## src/rtl/heap_root_node_pkg.sv

```systemverilog
// Shared definitions for the heap root stage: FSM encoding and child-select codes.
package heap_root_node_pkg;

    // Root-stage sequencing states.
    typedef enum logic [1:0] {
        ST_INIT = 2'd0,
        ST_IDLE = 2'd1,
        ST_WAIT = 2'd2,
        ST_CMP  = 2'd3
    } state_t;

    // Level-1 child selectors; these double as the level-1 RAM addresses.
    localparam logic CHILD_L = 1'b0;
    localparam logic CHILD_R = 1'b1;

endpackage

```

## src/rtl/heap_root_node_if.sv

```systemverilog
// Key stream, popped-minimum stream and level-1 RAM/handshake signals of the root stage.
interface heap_root_node_if #(
    parameter int WIDTH = 15
);
    logic [WIDTH:0] in_data;
    logic           in_valid;
    logic           in_ready;
    logic           flush;
    logic [WIDTH:0] out_data;
    logic           out_valid;
    logic           out_ready;
    logic [WIDTH:0] q_A;
    logic [WIDTH:0] q_B;
    logic           addr_A;
    logic           addr_B;
    logic [WIDTH:0] data_A;
    logic [WIDTH:0] data_B;
    logic           wren_A;
    logic           wren_B;
    logic           initialize;
    logic           update_out;
    logic           address_updated_out;
    logic           busy_in;

    // The root stage itself.
    modport slave (
        input  in_data, in_valid, flush, out_ready, q_A, q_B, busy_in,
        output in_ready, out_data, out_valid, addr_A, addr_B, data_A, data_B,
               wren_A, wren_B, initialize, update_out, address_updated_out
    );

    // The surroundings: key producer, output consumer and level 1.
    modport master (
        output in_data, in_valid, flush, out_ready, q_A, q_B, busy_in,
        input  in_ready, out_data, out_valid, addr_A, addr_B, data_A, data_B,
               wren_A, wren_B, initialize, update_out, address_updated_out
    );

endinterface

```

## src/rtl/heap_root_node.sv

```systemverilog
// Root (level 0) of the pipelined min-heap sorter: push-pop against the root register,
// then one sift step of the old root into the level-1 children.
module heap_root_node
    import heap_root_node_pkg::*;
#(
    parameter int WIDTH  = 15,
    parameter int RD_LAT = 2
) (
    input  logic            clk,
    input  logic            rst,
    heap_root_node_if.slave bus
);

    localparam logic [WIDTH:0]   SENTINEL = {(WIDTH + 1){1'b1}};
    localparam int               CNT_W    = (RD_LAT > 1) ? $clog2(RD_LAT) : 1;
    localparam logic [CNT_W-1:0] CNT_LAST = CNT_W'(RD_LAT - 1);

    state_t           state_reg, state_next;
    logic [WIDTH:0]   root_reg, root_next;
    logic [WIDTH:0]   out_data_reg, out_data_next;
    logic             out_valid_reg, out_valid_next;
    logic             in_ready_reg, in_ready_next;
    logic [CNT_W-1:0] wait_cnt_reg, wait_cnt_next;
    logic [1:0]       wren_reg, wren_next;
    logic             initialize_reg, initialize_next;
    logic             update_reg, update_next;
    logic             child_reg, child_next;

    logic [WIDTH:0]   q [2];
    logic [WIDTH:0]   wr_value;
    logic [WIDTH:0]   key;
    logic [WIDTH:0]   pop;
    logic [WIDTH:0]   min_child;
    logic             min_sel;
    logic             accept;
    logic             in_ready;

    assign q[0] = bus.q_A;
    assign q[1] = bus.q_B;

    // The state-dependent part of ready is registered a cycle ahead; the output-stall and
    // level-1 busy terms are applied live so a retiring output and a new key can share a cycle.
    assign in_ready = in_ready_reg && !bus.busy_in && (!out_valid_reg || bus.out_ready);

    // Next-state, root update, output register and level-1 write decisions.
    always_comb begin
        state_next      = state_reg;
        root_next       = root_reg;
        out_data_next   = out_data_reg;
        out_valid_next  = out_valid_reg;
        wait_cnt_next   = wait_cnt_reg;
        wren_next       = 2'b00;
        wr_value        = root_reg;
        initialize_next = 1'b0;
        update_next     = 1'b0;
        child_next      = CHILD_L;
        accept          = 1'b0;
        pop             = root_reg;
        key             = bus.in_valid ? bus.in_data : SENTINEL;
        min_sel         = (q[0] <= q[1]) ? CHILD_L : CHILD_R;
        min_child       = q[min_sel];

        if (out_valid_reg && bus.out_ready) begin
            out_valid_next = 1'b0;
        end

        unique case (state_reg)
            ST_INIT: begin
                wren_next       = 2'b11;
                wr_value        = SENTINEL;
                initialize_next = 1'b1;
                root_next       = SENTINEL;
                state_next      = ST_IDLE;
            end
            ST_IDLE: begin
                accept = in_ready && (bus.in_valid || bus.flush);
                if (accept) begin
                    // A SENTINEL root is an empty slot: any key moves in rather than passing by.
                    if ((key <= root_reg) && (root_reg != SENTINEL)) begin
                        pop = key;
                    end else begin
                        pop           = root_reg;
                        root_next     = key;
                        wait_cnt_next = '0;
                        state_next    = ST_WAIT;
                    end
                    out_data_next  = pop;
                    out_valid_next = (pop != SENTINEL);
                end
            end
            ST_WAIT: begin
                if (wait_cnt_reg == CNT_LAST) begin
                    state_next = ST_CMP;
                end else begin
                    wait_cnt_next = wait_cnt_reg + CNT_W'(1);
                end
            end
            ST_CMP: begin
                state_next = ST_IDLE;
                // Strictly smaller only: equal values (including SENTINEL pairs) never move.
                if (min_child < root_reg) begin
                    wren_next[min_sel] = 1'b1;
                    wr_value           = root_reg;
                    root_next          = min_child;
                    update_next        = 1'b1;
                    child_next         = min_sel;
                end
            end
            default: state_next = ST_INIT;
        endcase

        in_ready_next = (state_next == ST_IDLE) && (state_reg != ST_INIT) && !update_next;
    end

    // State, root and single-cycle handshake registers.
    always_ff @(posedge clk) begin
        if (rst) begin
            state_reg      <= ST_INIT;
            root_reg       <= SENTINEL;
            out_data_reg   <= '0;
            out_valid_reg  <= 1'b0;
            in_ready_reg   <= 1'b0;
            wait_cnt_reg   <= '0;
            wren_reg       <= 2'b00;
            initialize_reg <= 1'b0;
            update_reg     <= 1'b0;
            child_reg      <= CHILD_L;
        end else begin
            state_reg      <= state_next;
            root_reg       <= root_next;
            out_data_reg   <= out_data_next;
            out_valid_reg  <= out_valid_next;
            in_ready_reg   <= in_ready_next;
            wait_cnt_reg   <= wait_cnt_next;
            wren_reg       <= wren_next;
            initialize_reg <= initialize_next;
            update_reg     <= update_next;
            child_reg      <= child_next;
        end
    end

    generate
        for (genvar gi = 0; gi < 2; gi++) begin : g_child
            logic [WIDTH:0] data_reg;
            // Write data for this child; it only changes when a write to it is issued.
            always_ff @(posedge clk) begin
                if (rst) begin
                    data_reg <= '0;
                end else if (wren_next[gi]) begin
                    data_reg <= wr_value;
                end
            end
        end
    endgenerate

    assign bus.in_ready            = in_ready;
    assign bus.out_data            = out_data_reg;
    assign bus.out_valid           = out_valid_reg;
    assign bus.addr_A              = CHILD_L;
    assign bus.addr_B              = CHILD_R;
    assign bus.data_A              = g_child[0].data_reg;
    assign bus.data_B              = g_child[1].data_reg;
    assign bus.wren_A              = wren_reg[0];
    assign bus.wren_B              = wren_reg[1];
    assign bus.initialize          = initialize_reg;
    assign bus.update_out          = update_reg;
    assign bus.address_updated_out = child_reg;

endmodule

```

## src/flat_wrapper.sv

```systemverilog
// flat-port wrapper written by rule: the top's interface ports become plain ports
module heap_root_node_flat import heap_root_node_pkg::*;
#(
    parameter int WIDTH  = 15,
    parameter int RD_LAT = 2
)
  (clk, rst, bus_in_data, bus_in_valid, bus_flush, bus_out_ready, bus_q_A, bus_q_B, bus_busy_in, bus_in_ready, bus_out_data, bus_out_valid, bus_addr_A, bus_addr_B, bus_data_A, bus_data_B, bus_wren_A, bus_wren_B, bus_initialize, bus_update_out, bus_address_updated_out);
  heap_root_node_if #(.WIDTH(WIDTH)) bus_i ();
  input  logic clk;
  input  logic rst;
  input wire logic [$bits(bus_i.in_data)-1:0] bus_in_data;
  input wire logic [$bits(bus_i.in_valid)-1:0] bus_in_valid;
  input wire logic [$bits(bus_i.flush)-1:0] bus_flush;
  input wire logic [$bits(bus_i.out_ready)-1:0] bus_out_ready;
  input wire logic [$bits(bus_i.q_A)-1:0] bus_q_A;
  input wire logic [$bits(bus_i.q_B)-1:0] bus_q_B;
  input wire logic [$bits(bus_i.busy_in)-1:0] bus_busy_in;
  output wire logic [$bits(bus_i.in_ready)-1:0] bus_in_ready;
  output wire logic [$bits(bus_i.out_data)-1:0] bus_out_data;
  output wire logic [$bits(bus_i.out_valid)-1:0] bus_out_valid;
  output wire logic [$bits(bus_i.addr_A)-1:0] bus_addr_A;
  output wire logic [$bits(bus_i.addr_B)-1:0] bus_addr_B;
  output wire logic [$bits(bus_i.data_A)-1:0] bus_data_A;
  output wire logic [$bits(bus_i.data_B)-1:0] bus_data_B;
  output wire logic [$bits(bus_i.wren_A)-1:0] bus_wren_A;
  output wire logic [$bits(bus_i.wren_B)-1:0] bus_wren_B;
  output wire logic [$bits(bus_i.initialize)-1:0] bus_initialize;
  output wire logic [$bits(bus_i.update_out)-1:0] bus_update_out;
  output wire logic [$bits(bus_i.address_updated_out)-1:0] bus_address_updated_out;
  assign bus_i.in_data = bus_in_data;
  assign bus_i.in_valid = bus_in_valid;
  assign bus_i.flush = bus_flush;
  assign bus_i.out_ready = bus_out_ready;
  assign bus_i.q_A = bus_q_A;
  assign bus_i.q_B = bus_q_B;
  assign bus_i.busy_in = bus_busy_in;
  assign bus_in_ready = bus_i.in_ready;
  assign bus_out_data = bus_i.out_data;
  assign bus_out_valid = bus_i.out_valid;
  assign bus_addr_A = bus_i.addr_A;
  assign bus_addr_B = bus_i.addr_B;
  assign bus_data_A = bus_i.data_A;
  assign bus_data_B = bus_i.data_B;
  assign bus_wren_A = bus_i.wren_A;
  assign bus_wren_B = bus_i.wren_B;
  assign bus_initialize = bus_i.initialize;
  assign bus_update_out = bus_i.update_out;
  assign bus_address_updated_out = bus_i.address_updated_out;
  heap_root_node #(.WIDTH(WIDTH), .RD_LAT(RD_LAT)) u_core (.clk(clk), .rst(rst), .bus(bus_i));
endmodule
```

## config.mk

```make
export PLATFORM = sky130hd
export DESIGN_NAME = heap_root_node_flat
export DESIGN_NICKNAME = d
export VERILOG_FILES = /design/src/rtl/heap_root_node_pkg.sv /design/src/rtl/heap_root_node_if.sv /design/src/rtl/heap_root_node.sv /design/src/flat_wrapper.sv
export SDC_FILE = /design/constraint.sdc
export NUM_CORES = 1
export LEC_CHECK = 0
export ABC_AREA = 1
export ABC_CLOCK_PERIOD_IN_PS = 6490
export BUFFER_PORTS_ARGS = -buffer_cell sky130_fd_sc_hd__buf_2
export CORE_ASPECT_RATIO = 1.75
export CORE_UTILIZATION = 30
export DETAILED_ROUTE_END_ITERATION = 6
export PLACE_DENSITY_LB_ADDON = 0.3
export SETUP_SLACK_MARGIN = 0.02
export SYNTH_ARGS = -nofsm -noshare
export SYNTH_HDL_FRONTEND = slang
export SYNTH_SLANG_ARGS = --single-unit
```

## constraint.sdc

```tcl
create_clock -name clk -period 6.49 [get_ports clk]
set_input_delay 1.298 -clock clk [delete_from_list [all_inputs] [get_ports clk]]
set_output_delay 1.298 -clock clk [all_outputs]
set_load 0.02 [all_outputs]
```

==> impl_results.md, run 1 <==
- Commonest non-fill, non-tap cell in the layout: nand2_1
- Diode count: 0
- GRT Residual Overflow: 0
- 1st-iter DRT viols: 363
- Syn nets: ~840
- Starting density of the core: between 30 and 40%
- Hold endpoint: u_core.bus.data_A[15]$_SDFFE_PP0P_
- # resized after CTS: 0
- Status: finished clean
- Most frequent cells in the layout: nand2_1, buf_2, nand3_1
- Drt pass-1 iters: 4
- Die Ht: 172 um
- Max Fclk: 0.205 GHz
- Worst EP arrival: approximately 5.1 ns
- Fillcell total: between 1500 and 2000
- Final period util: between 70% and 80%
- Register bit total from synthesis: 74
- Pwr dens: between 400 and 500 nW/um^2
- CTS tree: built
- # IOs: 111
- Gp weighted congestion: between 0.8 and 0.9
- Final WL: 14300 um
- Post-DP HPWL: roughly 11000 um
- Final count of negative-setup-slack endpoints: 0
- Worst r2r src: u_core.root_reg[15]$_SDFFE_PP1P_
- R2R depth: 17
- Largest net degree at the start of global routing: between 60 and 70
- Clk_lat worst skew: between 0.3 and 0.4 ns
- Routed vias: 4908
- Synth Instances: between 700 and 800
- Setup TNS: 0 ns
- Global-route wire length before repair: 23200 um
- Util after Layout: 36.5%
- Commonest register cell after synthesis: dfxtp_1
- Hold Path Stages: 2
- Share of layout cells above drive strength 1: ~20%
- Total chip power: ~2.7 mW
- Antenna Nets Post-Route: 0
- Overall die area: between 15000 and 20000 sq um
- Final hold violation count: 0
- Final #Nets: 922
- Maximum vdd drop: 147 uV
- Worst-path clk slew: 0.06 ns
- Root buf cell: clkbuf_16
- Post-layout min period: between 4 and 5 ns
- Critical Path Fanout Max: 33
- I/O Buffers: 108
- Worst setup EP type: flip-flop
- Leakage power: slightly above 3 nW
- CTS Sinks: 74
- DRC Markers: 0
- Avg Inst Size Synth: roughly 6.7 sq um
- Max clock buf depth: 2
- Maximum Capacitance Violations: 0
- Post-Syn Area: approximately 5000 sq um
- Reg2Reg Capture Point: u_core.bus.out_valid$_SDFF_PP0_
- Number of CTS-inserted buffers: 9
- Reg2reg setup slack: just over 3 ns
- # rows: 61
- Post-synthesis sequential area ratio: between 20% and 30%
- EDFF count, synth: 0
- GRT Total Usage: approximately 17%
- Worst slew pin tran: 1.07 ns
- HP Start: u_core.bus.data_A[15]$_SDFFE_PP0P_
- Synth warnings: 0
- Crit Path Class: input port to flip-flop
- Distinct cells, synth: 34
- Avg WL per Cell: between 10 and 15 um
- Initial antenna violation count: 0
- H-tree level count: 3
- RSZ-0062 raised after global routing: false
- Worst Clk Skew: roughly 0.0099 ns
- Synth-to-Final Area Change: 17.8%
- Vias in the first global route: between 4000 and 5000
- Required time worst endpoint: roughly 6.7 ns
- Post-CTS setup buffer count: 0
- Fin. max-slew vios: 0
- Post-synth ARST share: 0%
- Worst hold path type: flip-flop to flip-flop
- Crit start category: input port
- Worst relative slew slack: between 20% and 30%
- Core area: 16000 sq um
- Die Wd: 99.3 um
- Vias per cell: ~4.9
- Hold buffer count at cts: 0
-- per-stage QoR --
stage / hold WS [ns] / std cells / area [sq um] / setup slack, ns
2_1_floorplan: 0.446 / 737 / 4970 / 2.25
3_3_place_gp: 0.455 / 995 / 5540 / 1.36
3_5_place_dp: 0.463 / 995 / 5540 / 1.28
4_1_cts: 0.478 / 1011 / 5850 / 1.62
5_1_grt: 0.495 / 1011 / 5850 / 1.04
6_report: 0.471 / 1011 / 5850 / 1.62
-- kinds of logic after synthesis --
family	after synthesis	synth area share (%)
simple gates	371	32.5
compound gates	125	14.6
buf+inv	114	10.1
flops	74	29.8
fa+ha+maj	51	12.8
other cells	2	0.151
-- synthesized netlist by cell type, types with 2 or more instances --
cell	n	share of area, %
nand2_1	170	13
nand3_1	85	8.6
nor2_1	82	6.2
dfxtp_1	74	30
inv_1	71	5.4
ha_1	51	13
a21oi_1	49	4.9
o21ai_0	38	3.8
clkbuf_1	20	1.5
o211ai_1	20	3.0
or2_2	12	1.5
buf_2	8	0.81
a21oi_2	7	1.2
buf_6	7	1.6
nand2_2	6	0.76
nand4_1	5	0.63
nand2_4	4	0.91
buf_1	3	0.23
buf_4	3	0.45
nor4_1	3	0.38
a211oi_1	2	0.30
conb_1	2	0.15
inv_2	2	0.15
nand3_2	2	0.40
o21bai_1	2	0.30
-- area by class of cell --
type                            count  area [sq um]  share of cell area [%]
Clock inverter                      6          88.8                    1.52
Tap cell                          189           236                    4.04
Sequential cell                    74          1480                    25.3
Inverter                           73           274                    4.68
Timing Repair Buffer              110           556                    9.49
Clock buffer                       10           229                    3.91
Multi-Input combinational cell    549          2990                    51.1
-- power by group --
part	total, mW	leakage, nW	internal, mW	switching (mW)
logic	1.48	2.31	0.467	1.01
registers	0.693	0.611	0.603	0.0901
clock network	0.532	0.149	0.337	0.195
-- worst max-delay path by stage --
stage	from	endpoint	slack [ns]	depth (start not counted)
6_report	bus_q_B[11]	u_core.bus.data_A[4]$_SDFFE_PP0P_	1.62	20
3_3_place_gp	bus_q_B[11]	u_core.bus.data_A[4]$_SDFFE_PP0P_	1.36	20
2_1_floorplan	bus_q_B[11]	u_core.bus.data_B[4]$_SDFFE_PP0P_	2.25	22
4_1_cts	bus_q_B[11]	u_core.bus.data_A[4]$_SDFFE_PP0P_	1.62	20
5_1_grt	bus_q_B[11]	u_core.bus.data_A[13]$_SDFFE_PP0P_	1.04	20
3_5_place_dp	bus_q_B[11]	u_core.bus.data_A[4]$_SDFFE_PP0P_	1.28	20
-- worst max-delay path: stages --
cell,delay [ns]
buf_2,0.08
inv_1,0.06
ha_1,0.33
a21oi_1,0.17
nand2_1,0.09
a21oi_1,0.24
nand2_2,0.10
nand2_2,0.40
o21ai_0,0.20
ha_1,0.32
a21oi_1,0.16
nor2_1,0.06
a211oi_1,0.16
o21ai_0,0.11
a31oi_1,0.38
nand3_2,0.17
nand2_2,0.47
nand3_1,0.15
nand2_1,0.10
nor2_1,0.05
-- layer usage --
metal	up-vias	GRT usage [%]	wire, um
met5	-	0	0
met4	0	9.72	543
met3	25	2.30	440
met2	103	32.2	7390
met1	2197	18.6	5950
li1	2583	-	-
(Power assumes the default switching activity.)
==> run 2, diff against run 1 <==
ABC_CLOCK_PERIOD_IN_PS = 4100   (was 6490)
clock period = 4.1 ns   (was 6.49 ns; I/O delays follow)
==> impl_results.md, run 2 (synthesis results as in run 1) <==
- Status: finished clean
- Required time worst endpoint: 4.32 ns
- Antenna Nets Post-Route: 0
- Met1 global-route usage: between 10% and 20%
- GR Util met2: a little under a third
- Initial antenna violation count: 0
- CTS tree: built
- Reg2reg setup slack: 1.21 ns
- Worst slew pin tran: ~1.1 ns
- Gp weighted congestion: just under 0.9
- Max clock buf depth: 2
- GRT Residual Overflow: 0
- Die Ht: 172 um
- Number of CTS-inserted buffers: 9
- Fillcell total: about 1800
- Worst EP arrival: roughly 4.0 ns
- I/O Buffers: between 100 and 150
- Vias per cell: roughly 4.8
- Maximum Capacitance Violations: 0
- Global-route wire length before repair: 22900 um
- Final hold violation count: 0
- Pwr dens: 735 nW/um^2
- DRC Markers: 0
- Root buf cell: clkbuf_16
- # rows: roughly 60
- Clk_lat worst skew: ~0.33 ns
- GRT Max-Usage Layer: met2
- Final #Nets: 957
- H-tree level count: 3
- Grt met3 use: 2.34%
- 1st-iter DRT viols: 189
- Synth-to-Final Area Change: 23.8%
- Die Wd: between 90 and 100 um
- Sequential Area: about 1500 sq um
- Worst hold path type: flip-flop to flip-flop
- Worst relative slew slack: approximately 28%
- # IOs: around 110
- Placed cell count: about 1000
- Post-DP HPWL: 11500 um
- Most frequent cells in the layout: nand2_1, buf_2, nand3_1
- RSZ-0062 raised after global routing: false
- GRT Total Usage: 17.0%
- Worst setup EP type: flip-flop
- Critical Path Fanout Max: 19
- CTS Sinks: 74
- Post-CTS setup buffer count: 0
- Commonest non-fill, non-tap cell in the layout: nand2_1
- Largest net degree at the start of global routing: a little under 70
- Area of the multi-input gates: 2990 sq um
- Crit start category: input port
- Worst-path clk slew: 0.06 ns
- Worst Clk Skew: between 0.01 and 0.015 ns
- Routed vias: around 5000
- Post-layout min period: approximately 3.8 ns
- Leakage power: approximately 3.3 nW
- Crit Path Class: input port to flip-flop
- Final Instance Count excl. Fillers: 1045
- Core area: about 16000 sq um
- Drt pass-1 iters: 5
- Overall die area: about 17000 sq um
- Share of layout cells above drive strength 1: a little under a quarter
- Max Fclk: between 0.2 and 0.3 GHz
- Fin. max-slew vios: 0
- Final WL: roughly 14000 um
- Final period util: between 90 and 100%
- Setup TNS: 0 ns
- Maximum vdd drop: ~250 uV
- Diode count: 0
- Final count of negative-setup-slack endpoints: 0
- Starting density of the core: 31.0%
- Vias in the first global route: 4832
- Avg WL per Cell: 13.5 um
-- run 2: changes by cell type in the layout (fill, tap and decap cells not counted) --
cell and delta:
buf_4 +32, buf_12 +3, o21ai_0 -3, o21ai_1 +3, clkbuf_1 -1, clkinv_4 +1, clkinvlp_4 -1
-- run 2: worst max-delay path, stage by stage --
cell and delay, ns:
buf_2 0.08, inv_1 0.04, ha_1 0.32, a21oi_1 0.16
nand2_1 0.08, a21oi_1 0.19, nand2_2 0.09, nand2_2 0.14
buf_4 0.23, o21ai_0 0.11, buf_4 0.15, ha_1 0.31
nand2_1 0.06, nor4_1 0.32, buf_4 0.19, nand2_4 0.07
nand3_2 0.11, nand2_4 0.14, buf_4 0.21, a21oi_1 0.12
nor2_1 0.06
-- run 2: final timing paths --
kind | endpoint | start | cells past startpoint
worst max-delay path | u_core.bus.data_B[13]$_SDFFE_PP0P_ | bus_q_B[11] | 21
worst max register to register | u_core.bus.out_valid$_SDFF_PP0_ | u_core.root_reg[3]$_SDFFE_PP1P_ | 17
worst min-delay path | u_core.bus.data_A[8]$_SDFFE_PP0P_ | u_core.bus.data_A[8]$_SDFFE_PP0P_ | 2
worst min register to register | u_core.bus.data_A[8]$_SDFFE_PP0P_ | u_core.bus.data_A[8]$_SDFFE_PP0P_ | 2
-- run 2: metrics by stage --
stage	setup slack (ns)	total power [mW]	util, %	instance area [sq um]	hold WS, ns
after floorplan	0.342	2.96	-	4970	0.446
after global placement	-0.101	3.69	36.4	5840	0.458
after detailed placement	-0.104	3.71	36.4	5840	0.465
after CTS	0.250	4.55	38.4	6150	0.479
after global routing	0.0207	4.90	38.4	6150	0.496
final	0.305	4.52	38.4	6150	0.473
-- run 2: timing repair --
action,in CTS,in global routing
hold buffers,0,0
setup endpoints to repair,0,6
resized for setup,0,3
endpoints found under the hold margin,0,0
-- run 2: metal layers --
| layer | up-vias | part of all wire [%] |
|---|---|---|
| li1 | 2656 | - |
| met1 | 2200 | 41 |
| met2 | 126 | 50 |
| met3 | 30 | 4.1 |
| met4 | 0 | 5.0 |
| met5 | - | 0 |
-- run 2: power breakdown --
| part | switching [mW] | internal [mW] | leakage [nW] |
|---|---|---|---|
| Clock | 0.300 | 0.531 | 0.152 |
| Combinational | 1.63 | 0.966 | 2.50 |
| Sequential | 0.144 | 0.955 | 0.611 |
| Total | 2.07 | 2.45 | 3.26 |
-- run 2: area by class of cell --
class	instances	area share (%)
Tap cell	189	3.84
Sequential cell	74	24.1
Inverter	73	4.45
Multi-Input combinational cell	549	48.6
Clock buffer	9	3.66
Clock inverter	6	1.46
Timing Repair Buffer	145	13.9
==> run 3, diff against run 2 <==
CORE_MARGIN = 10   (was default)
==> impl_results.md, run 3 (synthesis results as in run 1) <==
- GRT Residual Overflow: 0
- Maximum vdd drop: about 340 uV
- Most frequent cells in the layout: nand2_1, buf_2, nand3_1
- Worst setup EP type: flip-flop
- Post-layout min period: between 3 and 4 ns
- Setup crit start: bus_q_B[11]
- Leakage power: between 3 and 4 nW
- Avg WL per Cell: roughly 14 um
- Clock Power Share: between 10% and 20%
- Number of CTS-inserted buffers: 9
- Final count of negative-setup-slack endpoints: 0
- Initial antenna violation count: 0
- Final hold violation count: 0
- DRC Markers: 0
- Setup ws final: about 0.35 ns
- CP Cell Sequence: buf_2 > inv_1 > ha_1 > a21oi_1 > nand2_1 > a21oi_1 > nand2_2 > nand2_2 > buf_4 > nand2_1 > o21ai_0 > ha_1 > a21oi_1 > nor2_1 > a211oi_1 > nand2_2 > nand2_4 > nand3_2 > nand2_4 > buf_4 > a21oi_1 > nor2_1
- # resized after CTS: 0
- Root buf cell: clkbuf_16
- Worst Clk Skew: around 0.0042 ns
- Critical path capture point: u_core.bus.data_B[1]$_SDFFE_PP0P_
- R2R depth: 17
- Worst-path clk slew: 0.06 ns
- # rows: slightly above 60
- Crit start category: input port
- Hold Path Stages: 2
- Gp weighted congestion: ~0.89
- Worst slew pin tran: ~1.1 ns
- RSZ-0062 raised after global routing: false
- GRT Total Usage: 13.8%
- CTS tree: built
- Final #Nets: 942
- Status: finished clean
- Post-CTS setup buffer count: 0
- Diode count: 0
- Largest net degree at the start of global routing: slightly below 70
- Drt pass-1 iters: 4
- 1st-iter DRT viols: ~240
- Worst Path Buf+Inv: 4
- Fin. max-slew vios: 0
- Die Ht: about 190 um
- Critical Path Fanout Max: 19
- Hold buffer count at cts: 0
- Commonest non-fill, non-tap cell in the layout: nand2_1
- Synth-to-Final Area Change: 21.7%
- Worst EP arrival: between 4 and 5 ns
- I/O Buffers: about 110
- Cell-internal power: about 2.3 mW
- Share of layout cells above drive strength 1: between 20% and 30%
- Required time worst endpoint: 4.37 ns
- Dpl ws: -0.0284 ns
- Flop pwr share: 25.2%
- Routed vias: about 4900
- Vias in the first global route: between 4000 and 5000
- Antenna Nets Post-Route: 0
- Die Wd: 117 um
- H-tree level count: 3
- Worst r2r src: u_core.root_reg[3]$_SDFFE_PP1P_
- # IOs: between 100 and 150
- Core area: about 16000 sq um
- Sw Pwr: a little over 2 mW
- Worst relative slew slack: approximately 27%
- Reg2reg setup slack: between 1 and 1.5 ns
- Total chip power: 4.36 mW
- Critical path depth in cells: 22
- Fraction of power spent switching nets: ~47%
- Final WL: about 15000 um
- Starting density of the core: 30.4%
- Reg2Reg Capture Point: u_core.bus.out_valid$_SDFF_PP0_
- Crit Path Class: input port to flip-flop
- Max clock buf depth: 2
- Crit-path most repeated cell: a21oi_1
- Maximum Capacitance Violations: 0
- Final period util: 91.5%
- Worst hold path type: flip-flop to flip-flop
- Global-route wire length before repair: roughly 24000 um
- Worst path top cell family by delay: simple AND/OR/NAND/NOR gates
- Pwr dens: slightly above 700 nW/um^2
- Vias per cell: 4.60
- Clk_lat worst skew: around 0.34 ns
- CP max stage cell: ha_1
- Post-DP HPWL: around 13000 um
- Max Fclk: between 0.2 and 0.3 GHz
- Critical path's largest stage delay: around 0.32 ns
- Overall die area: approximately 22000 sq um
- CTS Sinks: 74
- Comb power frac: between 50% and 60%
==> run 3: cell count changes in the layout (fill, tap and decap cells not counted) <==
cell | before | now
buf_12 | 3 | 2
buf_4 | 34 | 20
bufinv_16 | 2 | 1
clkinv_2 | 1 | 3
clkinv_4 | 1 | 0
clkinvlp_4 | 1 | 2
o21ai_0 | 35 | 38
o21ai_1 | 4 | 1
==> run 3: how the worst min path moves through the flow <==
| stage | from | to | slack (ns) |
|---|---|---|---|
| 2_1_floorplan | u_core.wait_cnt_reg$_SDFFE_PP0P_ | u_core.wait_cnt_reg$_SDFFE_PP0P_ | 0.45 |
| 3_3_place_gp | u_core.bus.data_A[11]$_SDFFE_PP0P_ | u_core.bus.data_A[11]$_SDFFE_PP0P_ | 0.46 |
| 3_5_place_dp | u_core.bus.data_A[15]$_SDFFE_PP0P_ | u_core.bus.data_A[15]$_SDFFE_PP0P_ | 0.47 |
| 4_1_cts | u_core.bus.data_A[11]$_SDFFE_PP0P_ | u_core.bus.data_A[11]$_SDFFE_PP0P_ | 0.48 |
| 5_1_grt | u_core.bus.data_A[15]$_SDFFE_PP0P_ | u_core.bus.data_A[15]$_SDFFE_PP0P_ | 0.50 |
| 6_report | u_core.bus.data_A[12]$_SDFFE_PP0P_ | u_core.bus.data_A[12]$_SDFFE_PP0P_ | 0.47 |
==> run 3: through the flow <==
| step | area [sq um] | cells | util (%) | setup TNS (ns) | hold WS [ns] |
|---|---|---|---|---|---|
| finish | 6050 | 1066 | 37.0 | 0 | 0.473 |
| global route | 6050 | 1066 | 37.0 | 0 | 0.503 |
| CTS | 6050 | 1066 | 37.0 | 0 | 0.480 |
| detailed placement | 5760 | 1050 | 35.2 | -0.188 | 0.465 |
| global placement | 5760 | 1050 | 35.2 | 0 | 0.457 |
| floorplan | 4970 | 737 | - | 0 | 0.446 |
==> run 3: routing by layer <==
layer	share of wire, %	GRT usage, %	vias to the layer above
met2	53	24.9	98
met3	3.6	2.30	17
met5	0	0	-
li1	-	-	2621
met1	40	15.1	2170
met4	2.9	6.73	0
==> run 3: area by class of cell <==
cell class,count,area (sq um)
Fill cell,1815,10300
Multi-Input combinational cell,549,2990
Sequential cell,74,1480
Timing Repair Buffer,130,731
Tap cell,224,280
Inverter,73,274
Clock buffer,9,225
Clock inverter,7,68.8
==> run 3: worst register-to-register path, cell delays in order, from the launching register on <==
cell and delay, ns:
dfxtp_1 0.36, inv_1 0.13, ha_1 0.33, a21oi_1 0.15
a21boi_1 0.19, o21bai_1 0.08, nand2_1 0.07, o2111ai_1 0.11
nand2_1 0.12, nand2_1 0.09, buf_12 0.17, o21ai_0 0.49
nor2_1 0.11, nand2_1 0.08, nor2_1 0.04, nand2_1 0.05
nand2_1 0.13, a21oi_1 0.16
==> run 3: power groups by stage <==
stage | Clock, mW | Combinational, mW | Sequential, mW
after floorplan | 0 | 1.68 | 1.28
after global placement | 0 | 2.48 | 1.11
after detailed placement | 0 | 2.51 | 1.11
after CTS | 0.794 | 2.51 | 1.10
after global routing | 0.827 | 2.82 | 1.12
final | 0.776 | 2.49 | 1.10
